## config.mk

```make
export PLATFORM = sky130hd
export DESIGN_NAME = bypass_subtractor_seq
export DESIGN_NICKNAME = d
export VERILOG_FILES = /design/src/rtl/bypass_subtractor_seq.sv
export SDC_FILE = /design/constraint.sdc
export NUM_CORES = 1
export LEC_CHECK = 0
export ABC_CLOCK_PERIOD_IN_PS = 3820
export CORE_AREA = 5 5 130 132
export CTS_BUF_LIST = sky130_fd_sc_hd__clkbuf_16
export DETAILED_ROUTE_END_ITERATION = 12
export DIE_AREA = 0 0 135 137
export SKIP_CTS_REPAIR_TIMING = 1
export SLEW_MARGIN = 15
export SYNTH_ARGS = -nofsm -noshare
export SYNTH_HDL_FRONTEND = slang
export SYNTH_SLANG_ARGS = --single-unit
```

## constraint.sdc

```tcl
create_clock -name clk -period 3.82 [get_ports clk]
set_input_delay 0.382 -clock clk [delete_from_list [all_inputs] [get_ports clk]]
set_output_delay 0.382 -clock clk [all_outputs]
set_load 0.01 [all_outputs]
```

## src/rtl/bypass_subtractor_seq.sv

```systemverilog
// Sequential signed subtractor: a - b - bin, one carry-bypass block per clock.
// Optional macro SUB_SAT_EN saturates diff on signed overflow.
module bypass_subtractor_seq #(
  parameter int WIDTH = 32,
  parameter int BLOCK = 4
) (
  input  logic                            clk,
  input  logic                            rst_n,
  input  logic                            in_valid,
  output logic                            in_ready,
  input  logic [WIDTH-1:0]                a,
  input  logic [WIDTH-1:0]                b,
  input  logic                            bin,
  output logic                            out_valid,
  input  logic                            out_ready,
  output logic [WIDTH-1:0]                diff,
  output logic                            bout,
  output logic                            overflow,
  output logic [$clog2(WIDTH/BLOCK):0]    skip_cnt,
  output logic                            busy
);
  localparam int NBLK = WIDTH / BLOCK;
  localparam int IW   = (NBLK > 1) ? $clog2(NBLK) : 1;
  localparam int CW   = $clog2(NBLK) + 1;

  typedef enum logic [1:0] {IDLE, CALC, DONE} state_t;

  state_t            state_q, state_d;
  logic [WIDTH-1:0]  a_q, a_d, nb_q, nb_d, diff_q, diff_d;
  logic              c_q, c_d, bout_q, bout_d, ovf_q, ovf_d;
  logic [IW-1:0]     blk_idx_q, blk_idx_d;
  logic [CW-1:0]     skip_q, skip_d;
  logic              in_ready_q, in_ready_d, out_valid_q, out_valid_d, busy_q, busy_d;

  logic [BLOCK-1:0]  blk_a, blk_nb, p, g, sum;
  logic              cc, c_out, msb_ovf;

  always_comb begin
    state_d     = state_q;
    a_d         = a_q;
    nb_d        = nb_q;
    c_d         = c_q;
    diff_d      = diff_q;
    bout_d      = bout_q;
    ovf_d       = ovf_q;
    blk_idx_d   = blk_idx_q;
    skip_d      = skip_q;
    in_ready_d  = in_ready_q;
    out_valid_d = out_valid_q;
    busy_d      = busy_q;

    blk_a  = a_q[int'(blk_idx_q)*BLOCK +: BLOCK];
    blk_nb = nb_q[int'(blk_idx_q)*BLOCK +: BLOCK];
    p      = blk_a ^ blk_nb;
    g      = blk_a & blk_nb;
    sum    = '0;
    cc     = c_q;
    for (int j = 0; j < BLOCK; j++) begin
      sum[j] = p[j] ^ cc;
      cc     = g[j] | (p[j] & cc);
    end
    // A fully propagating block forwards its carry-in straight through.
    c_out   = (&p) ? c_q : cc;
    // b's sign is the inverse of the latched ~b sign.
    msb_ovf = (a_q[WIDTH-1] == nb_q[WIDTH-1]) && (sum[BLOCK-1] != a_q[WIDTH-1]);

    case (state_q)
      IDLE: begin
        if (in_valid) begin
          a_d        = a;
          nb_d       = ~b;
          c_d        = ~bin;
          blk_idx_d  = '0;
          skip_d     = '0;
          state_d    = CALC;
          in_ready_d = 1'b0;
          busy_d     = 1'b1;
        end
      end
      CALC: begin
        diff_d[int'(blk_idx_q)*BLOCK +: BLOCK] = sum;
        c_d = c_out;
        if (&p) skip_d = skip_q + 1'b1;
        if (blk_idx_q == IW'(NBLK-1)) begin
          bout_d      = ~c_out;
          ovf_d       = msb_ovf;
          state_d     = DONE;
          out_valid_d = 1'b1;
`ifdef SUB_SAT_EN
          if (msb_ovf)
            diff_d = a_q[WIDTH-1] ? {1'b1, {(WIDTH-1){1'b0}}} : {1'b0, {(WIDTH-1){1'b1}}};
`endif
        end else begin
          blk_idx_d = blk_idx_q + 1'b1;
        end
      end
      DONE: begin
        if (out_ready) begin
          state_d     = IDLE;
          out_valid_d = 1'b0;
          in_ready_d  = 1'b1;
          busy_d      = 1'b0;
        end
      end
      default: begin
        state_d     = IDLE;
        out_valid_d = 1'b0;
        in_ready_d  = 1'b1;
        busy_d      = 1'b0;
      end
    endcase
  end

  always_ff @(posedge clk or negedge rst_n) begin
    if (!rst_n) begin
      state_q     <= IDLE;
      a_q         <= '0;
      nb_q        <= '0;
      c_q         <= 1'b0;
      diff_q      <= '0;
      bout_q      <= 1'b0;
      ovf_q       <= 1'b0;
      blk_idx_q   <= '0;
      skip_q      <= '0;
      in_ready_q  <= 1'b1;
      out_valid_q <= 1'b0;
      busy_q      <= 1'b0;
    end else begin
      state_q     <= state_d;
      a_q         <= a_d;
      nb_q        <= nb_d;
      c_q         <= c_d;
      diff_q      <= diff_d;
      bout_q      <= bout_d;
      ovf_q       <= ovf_d;
      blk_idx_q   <= blk_idx_d;
      skip_q      <= skip_d;
      in_ready_q  <= in_ready_d;
      out_valid_q <= out_valid_d;
      busy_q      <= busy_d;
    end
  end

  assign in_ready  = in_ready_q;
  assign out_valid = out_valid_q;
  assign busy      = busy_q;
  assign diff      = diff_q;
  assign bout      = bout_q;
  assign overflow  = ovf_q;
  assign skip_cnt  = skip_q;
endmodule

```

# [Word-level counts from Yosys, hierarchy flattened]
# Index checks and enable logic that the tools add are counted.
[totals] ff_bits=111 input_bits=69 output_inout_bits=41 elab_cells=82
[op_classes] add_sub_neg=3 n_eq_ne=10 n_shift=4 muxes=22 bitwise_logic=19 n_reduce_logical=12
[op_table] operator="$shiftx A32 B6 Y4" count=2
[op_table] operator="$neg A5 Y33" count=1
[op_table] operator="$shift A4 B33 Y32 const A" count=1
[op_table] operator="$shiftx A4 B33 Y32" count=1
[op_table] operator="$bwmux W32" count=1
[op_table] operator="$not A32 Y32" count=1
[op_table] operator="$reduce_and A3 Y1" count=5
[op_table] operator="$ne A2 B2 Y1 const B" count=5
[op_table] operator="$pmux W1 S3" count=3
[op_table] operator="$mux W4" count=2
[op_table] operator="$pmux W4 S2" count=1
[op_table] operator="$mux W1" count=7
[op_table] operator="$mux W2" count=3
[op_table] operator="$mux W3" count=2
[op_table] operator="$pmux W2 S3" count=1
[op_table] operator="$pmux W3 S2" count=1
[op_table] operator="$reduce_and A2 Y1" count=3
[op_table] operator="$add A4 B1 Y4 const B" count=1
[op_table] operator="$and A1 B1 Y1" count=4
[op_table] operator="$and A4 B4 Y4" count=1
[op_table] operator="$not A1 Y1" count=4
[op_table] operator="$or A1 B1 Y1" count=4
[op_table] operator="$reduce_and A4 Y1" count=1
[op_table] operator="$xor A1 B1 Y1" count=4
[op_table] operator="11 further kinds" count=11

# [Longest topological paths before layout]
# Gate-level depths: netlist of run 1.
[depth] ltp_word=12 mapped_depth=13

# [Worst setup path before layout of run 1]
# Ideal clock, no wire load.
[synth_timing] kind="register to register" startpoint="register blk_idx_q[0]" endpoint="register diff_q[23] (netlist: diff[23])" setup_time_ns=0.125 t_arrival_ns=3.135 required_time_ns=3.695 path_slack_ns=0.561 path_stages_with_launch=13 period_less_slack_ns=3.259 path_cell_list="dfrtp_1 > buf_6 > buf_6 > mux4_2 > nand2_1 > nand2_1 > fa_1 > inv_1 > fa_1 > fa_1 > fa_1 > nor2_1 > mux2_2"
[synth_via] elab_chain_cells=11
[synth_rtl] item="start, declared" line="31" text="logic [IW-1:0] blk_idx_q, blk_idx_d;"
[synth_rtl] item="start signal, assigned" line="136" text="blk_idx_q <= blk_idx_d;"
[synth_rtl] item="$shiftx A32 B6 Y4 (on tied branches)" line="52, 53"
[synth_rtl] item="$xor A4 B4 Y4" line="54" text="p = blk_a ^ blk_nb;"
[synth_rtl] item="$and A1 B1 Y1" line="60" text="cc = g[j] | (p[j] & cc);"
[synth_rtl] item="$or A1 B1 Y1" line="60"
[synth_rtl] item="$and A1 B1 Y1" line="60"
[synth_rtl] item="$or A1 B1 Y1" line="60"
[synth_rtl] item="$and A1 B1 Y1" line="60"
[synth_rtl] item="$or A1 B1 Y1" line="60"
[synth_rtl] item="$xor A1 B1 Y1" line="59" text="sum[j] = p[j] ^ cc;"
[synth_rtl] item="$shiftx A4 B33 Y32" line="81" text="diff_d[int'(blk_idx_q)*BLOCK +: BLOCK] = sum;"
[synth_rtl] item="$bwmux W32 (*)" line="81"
[synth_rtl] item="end signal, assigned" line="133" text="diff_q <= diff_d;"
[synth_rtl] item="end, declared" line="29" text="logic [WIDTH-1:0] a_q, a_d, nb_q, nb_d, diff_q, diff_d;"
# Mark *: on every way between the ends. The rest lies on a longest branch, timed or not.
# A chain may end at the register's enable or synchronous reset.

# [Worst setup path after layout of run 1]
[layout_timing] startpoint="register blk_idx_q[1]" endpoint="register diff_q[23] (netlist: diff[23])"
# The elaborated chain is that of the path after synthesis.

==> results of run 1 <==
## area by class of cell
type                       instances  area, sq um  share of cell area (%)
timing repair buffer             117         1149                   16.72
clock inverter                     7        63.81                  0.9290
sequential                       111         2779                   40.46
tap                              216        270.3                   3.934
multi-input combinational        327         2318                   33.75
inverter                          17        63.81                  0.9290
clock buffer                       9        225.2                   3.279
## sequential cells by signal, indices dropped and copies added, names as in the netlist, 2 cells and up
register   cells
a_q           32
blk_idx_q      3
diff          32
nb_q          32
skip_cnt       4
state_q        2
## synth_stat cells (2+ instances only)
| cell type | n |
|---|---|
| sky130_fd_sc_hd__and2_1 | 6 |
| sky130_fd_sc_hd__nand2_1 | 158 |
| sky130_fd_sc_hd__nor2_1 | 19 |
| sky130_fd_sc_hd__nor2b_1 | 2 |
| sky130_fd_sc_hd__a22o_1 | 2 |
| sky130_fd_sc_hd__or3b_1 | 3 |
| sky130_fd_sc_hd__mux2i_1 | 9 |
| sky130_fd_sc_hd__mux4_2 | 11 |
| sky130_fd_sc_hd__fa_1 | 4 |
| sky130_fd_sc_hd__o21ai_0 | 36 |
| sky130_fd_sc_hd__clkbuf_1 | 8 |
| sky130_fd_sc_hd__nor4b_4 | 3 |
| sky130_fd_sc_hd__a21oi_1 | 4 |
| sky130_fd_sc_hd__buf_2 | 9 |
| sky130_fd_sc_hd__inv_1 | 16 |
| sky130_fd_sc_hd__mux2_2 | 14 |
| sky130_fd_sc_hd__and3_1 | 4 |
| sky130_fd_sc_hd__mux2_4 | 13 |
| sky130_fd_sc_hd__nand2b_1 | 2 |
| sky130_fd_sc_hd__ha_1 | 12 |
| sky130_fd_sc_hd__buf_6 | 8 |
| sky130_fd_sc_hd__nand3_1 | 2 |
| sky130_fd_sc_hd__dfrtp_1 | 110 |
| sky130_fd_sc_hd__mux4_1 | 5 |
| sky130_fd_sc_hd__nand3b_1 | 2 |
## logic make-up (layout without fill, tap and decap cells)
kind of cell	after synthesis	after routing
AO/OA/AOI/OAI	49	49
multiplexers	52	52
flip-flops	111	111
buffers and inverters	43	150
AND/OR/NAND/NOR	210	210
adder cells (fa/ha/maj)	16	16
## final timing paths
kind | start | to
min in group clk | a_q[2]$_DFFE_PN0P_ | a_q[2]$_DFFE_PN0P_
max | blk_idx_q[1]$_DFFE_PN0P_ | diff[23]$_DFFE_PN0P_
min reg2reg | a_q[2]$_DFFE_PN0P_ | a_q[2]$_DFFE_PN0P_
max reg2reg | blk_idx_q[1]$_DFFE_PN0P_ | diff[23]$_DFFE_PN0P_
min | rst_n | diff[14]$_DFFE_PN0P_
max in group asynchronous | rst_n | nb_q[10]$_DFFE_PN0P_
## where the power goes
part / switching, mW / internal (mW)
logic: 1.49 / 1.42
clock network: 0.425 / 0.503
registers: 0.395 / 1.69
total: 2.31 / 3.61
## critical path: stages, from the launching register on
cell and delay [ps]:
sky130_fd_sc_hd__dfrtp_1 630, sky130_fd_sc_hd__mux4_2 290, sky130_fd_sc_hd__nand2_1 50, sky130_fd_sc_hd__nand2_1 120, sky130_fd_sc_hd__fa_1 180, sky130_fd_sc_hd__inv_1 50, sky130_fd_sc_hd__fa_1 440, sky130_fd_sc_hd__fa_1 450
sky130_fd_sc_hd__fa_1 670, sky130_fd_sc_hd__nor2_1 100, sky130_fd_sc_hd__mux2_2 270
## per-stage QoR
| step | setup slack (ps) | utilization, % | area, sq um | power, mW |
|---|---|---|---|---|
| after detailed placement | 420.7 | 42.19 | 6580 | 5.061 |
| after global placement | 487.7 | 42.19 | 6580 | 4.981 |
| final | 441.7 | 44.04 | 6869 | 5.916 |
| after global routing | 220.1 | 44.04 | 6869 | 6.401 |
| after floorplan | 560.6 | - | 5325 | 4.027 |
| after CTS | 409.8 | 44.04 | 6869 | 6.014 |
## routing by layer
| layer | vias up | part of all wire (%) | GRT usage, % | wire length [microns] |
|---|---|---|---|---|
| met1 | 1779 | 45 | 18.53 | 5667 |
| li1 | 1812 | - | - | - |
| met5 | - | 0 | 0 | 0 |
| met3 | 10 | 5.8 | 4.154 | 729 |
| met2 | 92 | 48 | 22.90 | 6002 |
| met4 | 0 | 0.93 | 3.359 | 117 |
==> PnR_summary.wiki, run 1 <==
{| class="wikitable"
! Metric !! Value
|-
| CP arrival || ~3600 ps
|-
| Number of input and output port buffers inserted || 109
|-
| Dpl cells || 788
|-
| Hold Slack || 164.3 ps
|-
| Number of CTS-inserted buffers || 9
|-
| Asr flop ratio synth || 100.0%
|-
| Final setup violation count || 0
|-
| Remaining max-slew budget at the tightest pin || 34.42%
|-
| Core Footprint || 15600 sq um
|-
| Crit end category || flop
|-
| Data required time at the worst endpoint || about 4000 ps
|-
| Commonest non-fill, non-tap cell in the layout || sky130_fd_sc_hd__nand2_1
|-
| Initial core utilization || 34.14%
|-
| Final nets || ~670
|-
| Maximum number of pins on one net before global-route repair || 100
|-
| Clock-pin slew on the worst setup and hold paths || 70 ps
|-
| Post-synth top area share || between 50 and 60%
|-
| Mux cell area share after synthesis || 15.44%
|-
| Outcome || finished clean
|-
| Flop2flop setup slack || between 400 and 500 ps
|-
| Count of final hold-check violations || 0
|-
| Sequential share of the synthesized area || 52.19%
|-
| Weighted congestion at the end of routability-driven global placement || around 0.78
|-
| Clk buf depth || 2
|-
| Initial antenna violation count || 0
|-
| Remaining routing DRC violations || 0
|-
| Cell type contributing the most total cell area after synthesis || sky130_fd_sc_hd__dfrtp_1
|-
| Top area cells in the synthesized netlist || sky130_fd_sc_hd__dfrtp_1, sky130_fd_sc_hd__nand2_1, sky130_fd_sc_hd__mux4_2
|-
| Most frequent cells in the layout || sky130_fd_sc_hd__nand2_1, sky130_fd_sc_hd__dfrtp_1, sky130_fd_sc_hd__clkdlybuf4s50_1
|-
| Final worst-path cycle share || roughly nine tenths
|-
| Number of primary I/O pins || 110
|-
| Actual slew at the worst max-slew pin || 983.7 ps
|-
| Total wire length || 12.52 mm
|-
| Simple-gate share of the synthesized area || 18.42%
|-
| Site row count || 46
|-
| Final antenna diode count || 0
|-
| Mean area per synthesized cell || 11.07 sq um
|-
| Post-Synth XOR/XNOR Area || 0%
|-
| Net count after synthesis || 566
|-
| Total negative setup slack || 0 ps
|-
| Total standard cell area after synthesis || 5325 sq um
|-
| Setup repair after global routing missed its margin || no
|-
| LEAKAGE || 3.210 nW
|-
| Relative area change from synthesis to final layout || 28.99%
|-
| Routed vias || 3693
|-
| Largest voltage drop on the vdd net || approximately 0.41 mV
|-
| Post-synthesis adder-cell area fraction || 4.323%
|-
| Main combinational cell family by area after synthesis || simple AND/OR/NAND/NOR gates
|-
| Initial DRC Count || 148
|-
| Height of the chip || 137 microns
|-
| Register-to-Register Path Depth || 10
|-
| Post-layout min period || 3378 ps
|-
| Via density per instance || 4.593
|-
| Sum of net half-perimeters after detailed placement || 9.592 mm
|-
| TritonCTS clock tree || built
|-
| Synth Area in Compound Gates || under 10%
|-
| Most used DFF post-synth || sky130_fd_sc_hd__dfrtp_1
|-
| Path type of the worst setup path || flop to flop
|-
| Wire length of the first global-routing pass || approximately 20 mm
|-
| Share of layout cells above drive strength 1 || 12.24%
|-
| Max-cap check violation count || 0
|-
| Type of the worst min-delay path || input pin to asynchronous set/reset pin
|-
| Count of nets left with antenna violations after detail routing || 0
|-
| Area enclosed by the die boundary || 18500 sq um
|-
| Global-route total usage across every layer || 14.03%
|-
| Register bit total from synthesis || 111
|-
| Power density relative to cell area || around 860 nW/um^2
|-
| Syn. warnings || 0
|-
| Number of clock sinks seen by CTS || 111
|-
| Cells after synthesis || 481
|-
| Upper clock frequency limit || 0.2960 GHz
|-
| Vias in the first global route || ~3800
|-
| Count of unique library cells instantiated by Yosys || 44
|-
| Non-Filler Instances || between 800 and 900
|-
| Average wire length per cell after detail routing || 15.57 microns
|-
| Die outline width || 135 microns
|-
| Worst-case clock skew || between 5 and 6 ps
|-
| Number of H-tree levels || 3
|-
| Worst-Skew Late Latency || 350 ps
|-
| Largest fanout on the critical path || 12
|-
| Number of flops mapped to enable cells by yosys || 0
|-
| Final-report max-slew violation count || 0
|-
| DR pass1 iterations || 4
|-
| Root buffer cell || sky130_fd_sc_hd__clkbuf_16
|-
| GRT Residual Overflow || 0
|-
| Kind of launch point of the worst setup path || flop
|-
| Filler Cells Inserted || 1486
|}
Power figures use the tool's default switching activity.
==> inputs of run 2 (changes only) <==
--- a/config.mk
+++ b/config.mk
@@ -8,6 +8,7 @@
 export ABC_CLOCK_PERIOD_IN_PS = 3820
-export CORE_AREA = 5 5 130 132
+export CORE_AREA = 5 5 115 117
 export CTS_BUF_LIST = sky130_fd_sc_hd__clkbuf_16
 export DETAILED_ROUTE_END_ITERATION = 12
-export DIE_AREA = 0 0 135 137
+export DIE_AREA = 0 0 120 122
+export PLACE_DENSITY = 0.71
 export SKIP_CTS_REPAIR_TIMING = 1
--- a/constraint.sdc
+++ b/constraint.sdc
@@ -3,2 +3,2 @@
 set_output_delay 0.382 -clock clk [all_outputs]
-set_load 0.01 [all_outputs]
+set_load 0.05 [all_outputs]
==> run 2 against run 1 <==
First-iteration DRC count increased by 75%. Flip-flop and latch count unchanged. Non-clock buffer count is the same. Design area fell by 1.5%. Cell count is 8.2% lower. Global-route usage up 2.9 points.
==> PnR_summary.wiki, run 2 (synthesized netlist as in run 1, its figures left out) <==
{| class="wikitable"
! Metric !! Value
|-
| Outcome || finished clean (unchanged)
|-
| LEAKAGE || 3.206 nW (was 3.210 nW)
|-
| Maximum number of pins on one net before global-route repair || 100 (unchanged)
|-
| Clock-pin slew on the worst setup and hold paths || 70 ps (about the same)
|-
| Total wire length || 11.66 mm (was 12.52 mm)
|-
| GRT Residual Overflow || 0 (unchanged)
|-
| Final nets || 668 (unchanged)
|-
| Commonest non-fill, non-tap cell in the layout || sky130_fd_sc_hd__nand2_1 (unchanged)
|-
| DR pass1 iterations || 5 (was 4)
|-
| Power density relative to cell area || 931.0 nW/um^2 (was 861.3 nW/um^2)
|-
| Type of the worst min-delay path || input pin to asynchronous set/reset pin (unchanged)
|-
| Share of layout cells above drive strength 1 || 12.07% (was 12.24%)
|-
| Count of final hold-check violations || 0 (unchanged)
|-
| Remaining max-slew budget at the tightest pin || 35.82% (was 34.42%)
|-
| Count of nets left with antenna violations after detail routing || 0 (unchanged)
|-
| Site row count || 41 (was 46)
|-
| Multi-input combinational cell area || 2318 sq um (unchanged)
|-
| Sequential cell area || 2779 sq um (unchanged)
|-
| Weighted congestion at the end of routability-driven global placement || 0.8774 (was 0.7755)
|-
| Total power of the final layout || 6.300 mW (was 5.916 mW)
|-
| Sw power || 2.759 mW (was 2.309 mW)
|-
| Vias in the first global route || 3908 (was 3841)
|-
| Internal power component || 3.541 mW (was 3.607 mW)
|-
| Initial antenna violation count || 0 (unchanged)
|-
| Post-place setup slack || 409.5 ps (was 420.7 ps)
|-
| Register-to-Register Path Depth || 10 (unchanged)
|-
| Number of H-tree levels || 3 (unchanged)
|-
| Die outline width || 120 microns (was 135 microns)
|-
| Clock power share || 13.6% (was 15.7%)
|-
| Root buffer cell || sky130_fd_sc_hd__clkbuf_16 (unchanged)
|-
| Max-cap check violation count || 0 (unchanged)
|-
| Final antenna diode count || 0 (unchanged)
|-
| Filler Cells Inserted || 1049 (was 1486)
|-
| Global-route total usage across every layer || 16.88% (was 14.03%)
|-
| Final-report max-slew violation count || 0 (unchanged)
|-
| Final Worst Setup Slack || 410.4 ps (was 441.7 ps)
|-
| Average wire length per cell after detail routing || 15.80 microns (was 15.57 microns)
|-
| Hold Slack || 96.20 ps (was 164.3 ps)
|-
| Initial DRC Count || 259 (was 148)
|-
| Data required time at the worst endpoint || 4060 ps (about the same)
|-
| Final setup violation count || 0 (unchanged)
|-
| Kind of launch point of the worst setup path || flop (unchanged)
|-
| Largest fanout on the critical path || 8 (was 12)
|-
| Crit end category || flop (unchanged)
|-
| Number of clock sinks seen by CTS || 111 (unchanged)
|-
| Worst-Skew Late Latency || 350 ps (about the same)
|-
| Upper clock frequency limit || 0.2933 GHz (was 0.2960 GHz)
|-
| Routed vias || 3769 (was 3693)
|-
| Total negative setup slack || 0 ps (unchanged)
|-
| CP arrival || 3650 ps (was 3620 ps)
|-
| Via density per instance || 5.107 (was 4.593)
|-
| Switching share of power || 43.79% (was 39.03%)
|-
| TritonCTS clock tree || built (unchanged)
|-
| Post-layout min period || 3410 ps (was 3378 ps)
|-
| Remaining routing DRC violations || 0 (unchanged)
|-
| Most frequent cells in the layout || sky130_fd_sc_hd__nand2_1, sky130_fd_sc_hd__dfrtp_1, sky130_fd_sc_hd__clkdlybuf4s50_1 (unchanged)
|-
| Number of CTS-inserted buffers || 9 (unchanged)
|-
| Clk buf depth || 2 (unchanged)
|-
| Number of primary I/O pins || 110 (unchanged)
|-
| Number of input and output port buffers inserted || 109 (unchanged)
|-
| Worst-case clock skew || 5.178 ps (was 5.739 ps)
|-
| Actual slew at the worst max-slew pin || 962.6 ps (was 983.7 ps)
|-
| Area enclosed by the die boundary || 14640 sq um (was 18500 sq um)
|-
| Height of the chip || 122 microns (was 137 microns)
|-
| Largest voltage drop on the vdd net || 0.4404 mV (was 0.4061 mV)
|-
| Setup repair after global routing missed its margin || no (unchanged)
|-
| Relative area change from synthesis to final layout || 27.07% (was 28.99%)
|-
| Part of the total power dissipated in combinational logic || 53.5% (was 49.1%)
|-
| Power share of the sequential group || 32.9% (was 35.2%)
|-
| Final worst-path cycle share || 89.26% (was 88.44%)
|-
| Wire length of the first global-routing pass || 19.57 mm (was 20.20 mm)
|-
| Initial core utilization || 43.43% (was 34.14%)
|-
| Sum of net half-perimeters after detailed placement || 8.947 mm (was 9.592 mm)
|-
| Core Footprint || 12260 sq um (was 15600 sq um)
|-
| Path type of the worst setup path || flop to flop (unchanged)
|}
[run 2: cell count changes in the layout (fill, tap and decap cells not counted)]
cell / previous run / this run
sky130_fd_sc_hd__buf_6: 0 / 1
sky130_fd_sc_hd__clkinv_1: 2 / 3
sky130_fd_sc_hd__buf_4: 9 / 8
sky130_fd_sc_hd__clkinv_4: 0 / 2
sky130_fd_sc_hd__bufinv_16: 1 / 0
sky130_fd_sc_hd__clkinvlp_4: 2 / 0
[run 2: per-stage QoR]
step                std cells  area (sq um)  utilization, %
floorplan                 481          5325               -
global placement          722          6497           53.00
detailed placement        722          6497           53.00
CTS                       738          6763           55.16
global route              738          6766           55.19
finish                    738          6766           55.19
[run 2: routing by layer]
metal	share of wire, %	vias to the layer above	global-route usage [%]
met1	46	1842	23.18
met3	6.1	13	4.039
li1	-	1810	-
met2	46	104	26.52
met4	1.4	0	5.727
met5	0	-	0
[run 2: path summary, 6_finish.rpt]
check                                          from                    to  slack (ps)
min in group clk                a_q[11]$_DFFE_PN0P_   a_q[11]$_DFFE_PN0P_         470
hold / removal                                rst_n  diff[13]$_DFFE_PN0P_         100
setup / recovery           blk_idx_q[0]$_DFFE_PN0P_  diff[11]$_DFFE_PN0P_         410
hold reg to reg                 a_q[11]$_DFFE_PN0P_   a_q[11]$_DFFE_PN0P_         470
setup reg to reg           blk_idx_q[0]$_DFFE_PN0P_  diff[11]$_DFFE_PN0P_         410
max in group asynchronous                     rst_n  nb_q[30]$_DFFE_PN0P_        2910
[run 2: cell type report]
class	instances	share of cell area [%]
clock buffer	9	3.328
tap	150	2.774
multi-input combinational	327	34.26
clock inverter	7	0.5917
sequential	111	41.07
inverter	17	0.9430
timing repair buffer	117	17.03
[run 2: power groups by stage]
stage | combinational (mW) | clock (mW) | sequential (mW)
finish | 3.37 | 0.856 | 2.08
detailed placement | 3.41 | 0 | 2.10
global placement | 3.30 | 0 | 2.09
floorplan | 2.03 | 0 | 2.46
CTS | 3.42 | 0.876 | 2.08
global route | 3.71 | 0.928 | 2.15
[run 2: critical path, cell delays in order (launching register included)]
cell	delay [ps]
sky130_fd_sc_hd__dfrtp_1	520
sky130_fd_sc_hd__mux4_2	400
sky130_fd_sc_hd__nand2_1	50
sky130_fd_sc_hd__nand2_1	140
sky130_fd_sc_hd__fa_1	190
sky130_fd_sc_hd__inv_1	60
sky130_fd_sc_hd__fa_1	450
sky130_fd_sc_hd__fa_1	450
sky130_fd_sc_hd__fa_1	650
sky130_fd_sc_hd__nor2_1	110
sky130_fd_sc_hd__mux2_4	270
==> inputs of run 3 (changes only) <==
ABC_CLOCK_PERIOD_IN_PS = unset   (was 3820)
GPL_TIMING_DRIVEN = 0   (was unset)
clock period = 3.6 ns   (was 3.82 ns; I/O delays follow)
==> run 3 against run 2 <==
Register-to-register slack lost 280 ps. Count of clock-buffer cells in the layout did not move. Flip-flop and latch count did not move. Sequential share of layout area down 1.1 points. Cell count rose by 3.1%. Power is 12% higher. Hold slack better by 380 ps. Critical path type unchanged.
==> PnR_summary.wiki, run 3 (synthesized netlist as in run 1, its figures left out) <==
{| class="wikitable"
! Metric !! Value
|-
| Initial antenna violation count || 0 (unchanged)
|-
| Clock-pin slew on the worst setup and hold paths || 70 ps (about the same)
|-
| Max-cap check violation count || 0 (unchanged)
|-
| Number of primary I/O pins || 110 (unchanged)
|-
| Global-route total usage across every layer || 17.88% (was 16.88%)
|-
| Power density relative to cell area || 1010 nW/um^2 (was 931.0 nW/um^2)
|-
| Worst-path cell chain || buf_6, buf_6, mux4_2, nand2_1, nand2_2, fa_1, inv_1, fa_1, fa_2, fa_2, nor2_1, mux2_2 (was mux4_2, nand2_1, nand2_1, fa_1, inv_1, fa_1, fa_1, fa_1, nor2_1, mux2_4)
|-
| Outcome || finished clean (unchanged)
|-
| Sw power || 3.058 mW (was 2.759 mW)
|-
| Filler Cells Inserted || 1030 (was 1049)
|-
| Vias in the first global route || 4125 (was 3908)
|-
| Multi-input combinational cell area || 2327 sq um (was 2318 sq um)
|-
| Sum of net half-perimeters after detailed placement || 9.422 mm (was 8.947 mm)
|-
| Total wire length || 12.41 mm (was 11.66 mm)
|-
| Worst-Skew Late Latency || 350 ps (about the same)
|-
| Initial core utilization || 43.43% (unchanged)
|-
| Root buffer cell || sky130_fd_sc_hd__clkbuf_16 (unchanged)
|-
| Dpl cell area || 6633 sq um (was 6497 sq um)
|-
| Switching share of power || 43.49% (was 43.79%)
|-
| Final-report max-slew violation count || 0 (unchanged)
|-
| Number of input and output port buffers inserted || 109 (unchanged)
|-
| GRT Residual Overflow || 0 (unchanged)
|-
| CP arrival || 3710 ps (was 3650 ps)
|-
| Path type of the worst setup path || flop to flop (unchanged)
|-
| Upper clock frequency limit || 0.2881 GHz (was 0.2933 GHz)
|-
| Crit end category || flop (unchanged)
|-
| Crit-path max cell delay || 640 ps (was 650 ps)
|-
| Number of CTS-inserted buffers || 9 (unchanged)
|-
| Setup repair after global routing missed its margin || no (unchanged)
|-
| Remaining max-slew budget at the tightest pin || 63.54% (was 35.82%)
|-
| Initial DRC Count || 358 (was 259)
|-
| DR pass1 iterations || 5 (unchanged)
|-
| Kind of launch point of the worst setup path || flop (unchanged)
|-
| Largest voltage drop on the vdd net || 0.3695 mV (was 0.4404 mV)
|-
| Actual slew at the worst max-slew pin || 545.2 ps (was 962.6 ps)
|-
| Count of final hold-check violations || 0 (unchanged)
|-
| Data required time at the worst endpoint || 3840 ps (was 4060 ps)
|-
| Final antenna diode count || 0 (unchanged)
|-
| Weighted congestion at the end of routability-driven global placement || 0.8329 (was 0.8774)
|-
| Site row count || 41 (unchanged)
|-
| Count of nets left with antenna violations after detail routing || 0 (unchanged)
|-
| Number of clock sinks seen by CTS || 111 (unchanged)
|-
| Routed vias || 3877 (was 3769)
|-
| Power share of the sequential group || 30.0% (was 32.9%)
|-
| Remaining routing DRC violations || 0 (unchanged)
|-
| Part of the total power dissipated in combinational logic || 56.8% (was 53.5%)
|-
| LEAKAGE || 3.291 nW (was 3.206 nW)
|-
| Final nets || 691 (was 668)
|-
| Slowest cell on crit path || sky130_fd_sc_hd__fa_2 (was sky130_fd_sc_hd__fa_1)
|-
| Core Footprint || 12260 sq um (unchanged)
|-
| Largest fanout on the critical path || 10 (was 8)
|-
| Number of H-tree levels || 3 (unchanged)
|-
| Worst-case clock skew || 6.820 ps (was 5.178 ps)
|-
| Wire length of the first global-routing pass || 20.63 mm (was 19.57 mm)
|-
| Clock power share || 13.3% (was 13.6%)
|-
| Clk buf depth || 2 (unchanged)
|-
| Total negative setup slack || 0 ps (unchanged)
|-
| TritonCTS clock tree || built (unchanged)
|-
| Final setup violation count || 0 (unchanged)
|-
| Internal power component || 3.973 mW (was 3.541 mW)
|-
| Average wire length per cell after detail routing || 16.31 microns (was 15.80 microns)
|-
| Type of the worst min-delay path || flop to flop (was input pin to asynchronous set/reset pin)
|-
| Maximum number of pins on one net before global-route repair || 58 (was 100)
|-
| Largest delay contributor family on the critical path || adder cells (unchanged)
|-
| Worst path buffer plus inverter count || 3 (was 1)
|-
| Via density per instance || 5.095 (was 5.107)
|-
| Layout Cell Area excl Fill || 6962 sq um (was 6766 sq um)
|-
| Post-layout min period || 3472 ps (was 3410 ps)
|-
| Height of the chip || 122 microns (unchanged)
|-
| Relative area change from synthesis to final layout || 30.73% (was 27.07%)
|-
| Most frequent cells in the layout || sky130_fd_sc_hd__nand2_1, sky130_fd_sc_hd__dfrtp_1, sky130_fd_sc_hd__clkdlybuf4s50_1 (unchanged)
|-
| Commonest non-fill, non-tap cell in the layout || sky130_fd_sc_hd__nand2_1 (unchanged)
|-
| Area enclosed by the die boundary || 14640 sq um (unchanged)
|-
| Share of layout cells above drive strength 1 || 15.06% (was 12.07%)
|-
| Final worst-path cycle share || 96.43% (was 89.26%)
|-
| Sequential cell area || 2781 sq um (was 2779 sq um)
|-
| Die outline width || 120 microns (unchanged)
|}
==> run 3: cell types whose count changed in the layout (fill, tap and decap cells not counted), sizes merged <==
cell and change:
buf +14, clkbuf +8, clkinv -4, clkinvlp +2, inv +2, dlygate4sd3 +1
==> run 3: power by group through the flow <==
stage	Combinational (mW)	Sequential, mW	Clock [mW]
3_5_place_dp	3.83	2.13	0
3_3_place_gp	3.75	2.10	0
4_1_cts	3.84	2.11	0.959
5_1_grt	4.35	2.18	1.01
6_report	3.99	2.11	0.932
2_1_floorplan	2.16	2.61	0
==> run 3: worst min-delay path, cell delays in order, from the launching register on <==
cell and delay [ps]:
sky130_fd_sc_hd__dfrtp_1 340, sky130_fd_sc_hd__nand2_1 50, sky130_fd_sc_hd__nand2_1 50
==> run 3: worst paths after layout <==
path                       depth (start not counted)                     start                    to  slack, ps
max                                               12  blk_idx_q[0]$_DFFE_PN0P_  diff[31]$_DFFE_PN0P_        130
min                                                2       a_q[12]$_DFFE_PN0P_   a_q[12]$_DFFE_PN0P_        470
max reg2reg                                       12  blk_idx_q[0]$_DFFE_PN0P_  diff[31]$_DFFE_PN0P_        130
min reg2reg                                        2       a_q[12]$_DFFE_PN0P_   a_q[12]$_DFFE_PN0P_        470
max in group asynchronous                          3                     rst_n  in_ready$_DFFE_PN1P_       2390
min in group asynchronous                          2                     rst_n  diff[24]$_DFFE_PN0P_        530
==> run 3: through the flow <==
stage	hold WS [ps]	total power, mW	setup WS (ps)	std cells	util (%)
global route	502.5	7.545	2.991	761	56.78
CTS	-32.73	6.915	-170.7	757	56.33
floorplan	64.41	4.770	340.6	481	-
finish	473.2	7.031	128.4	761	56.78
detailed placement	350.6	5.963	-166.8	741	54.10
global placement	453.3	5.852	-1825	740	53.86
==> run 3: metal layers <==
layer  vias to the layer above  track usage (%)  part of all wire [%]
li1                       1858                -                     -
met1                      1876            23.38                    45
met2                       128            29.29                    48
met3                        15            4.550                   6.1
met4                         0            5.941                   1.4
met5                         -                0                     0
==> run 3: cell type report <==
type | instances | area share, %
sequential | 111 | 39.95
multi-input combinational | 327 | 33.43
timing repair buffer | 114 | 16.55
clock buffer | 9 | 3.235
tap | 150 | 2.696
buffer | 26 | 2.516
inverter | 17 | 0.9166
clock inverter | 7 | 0.7009
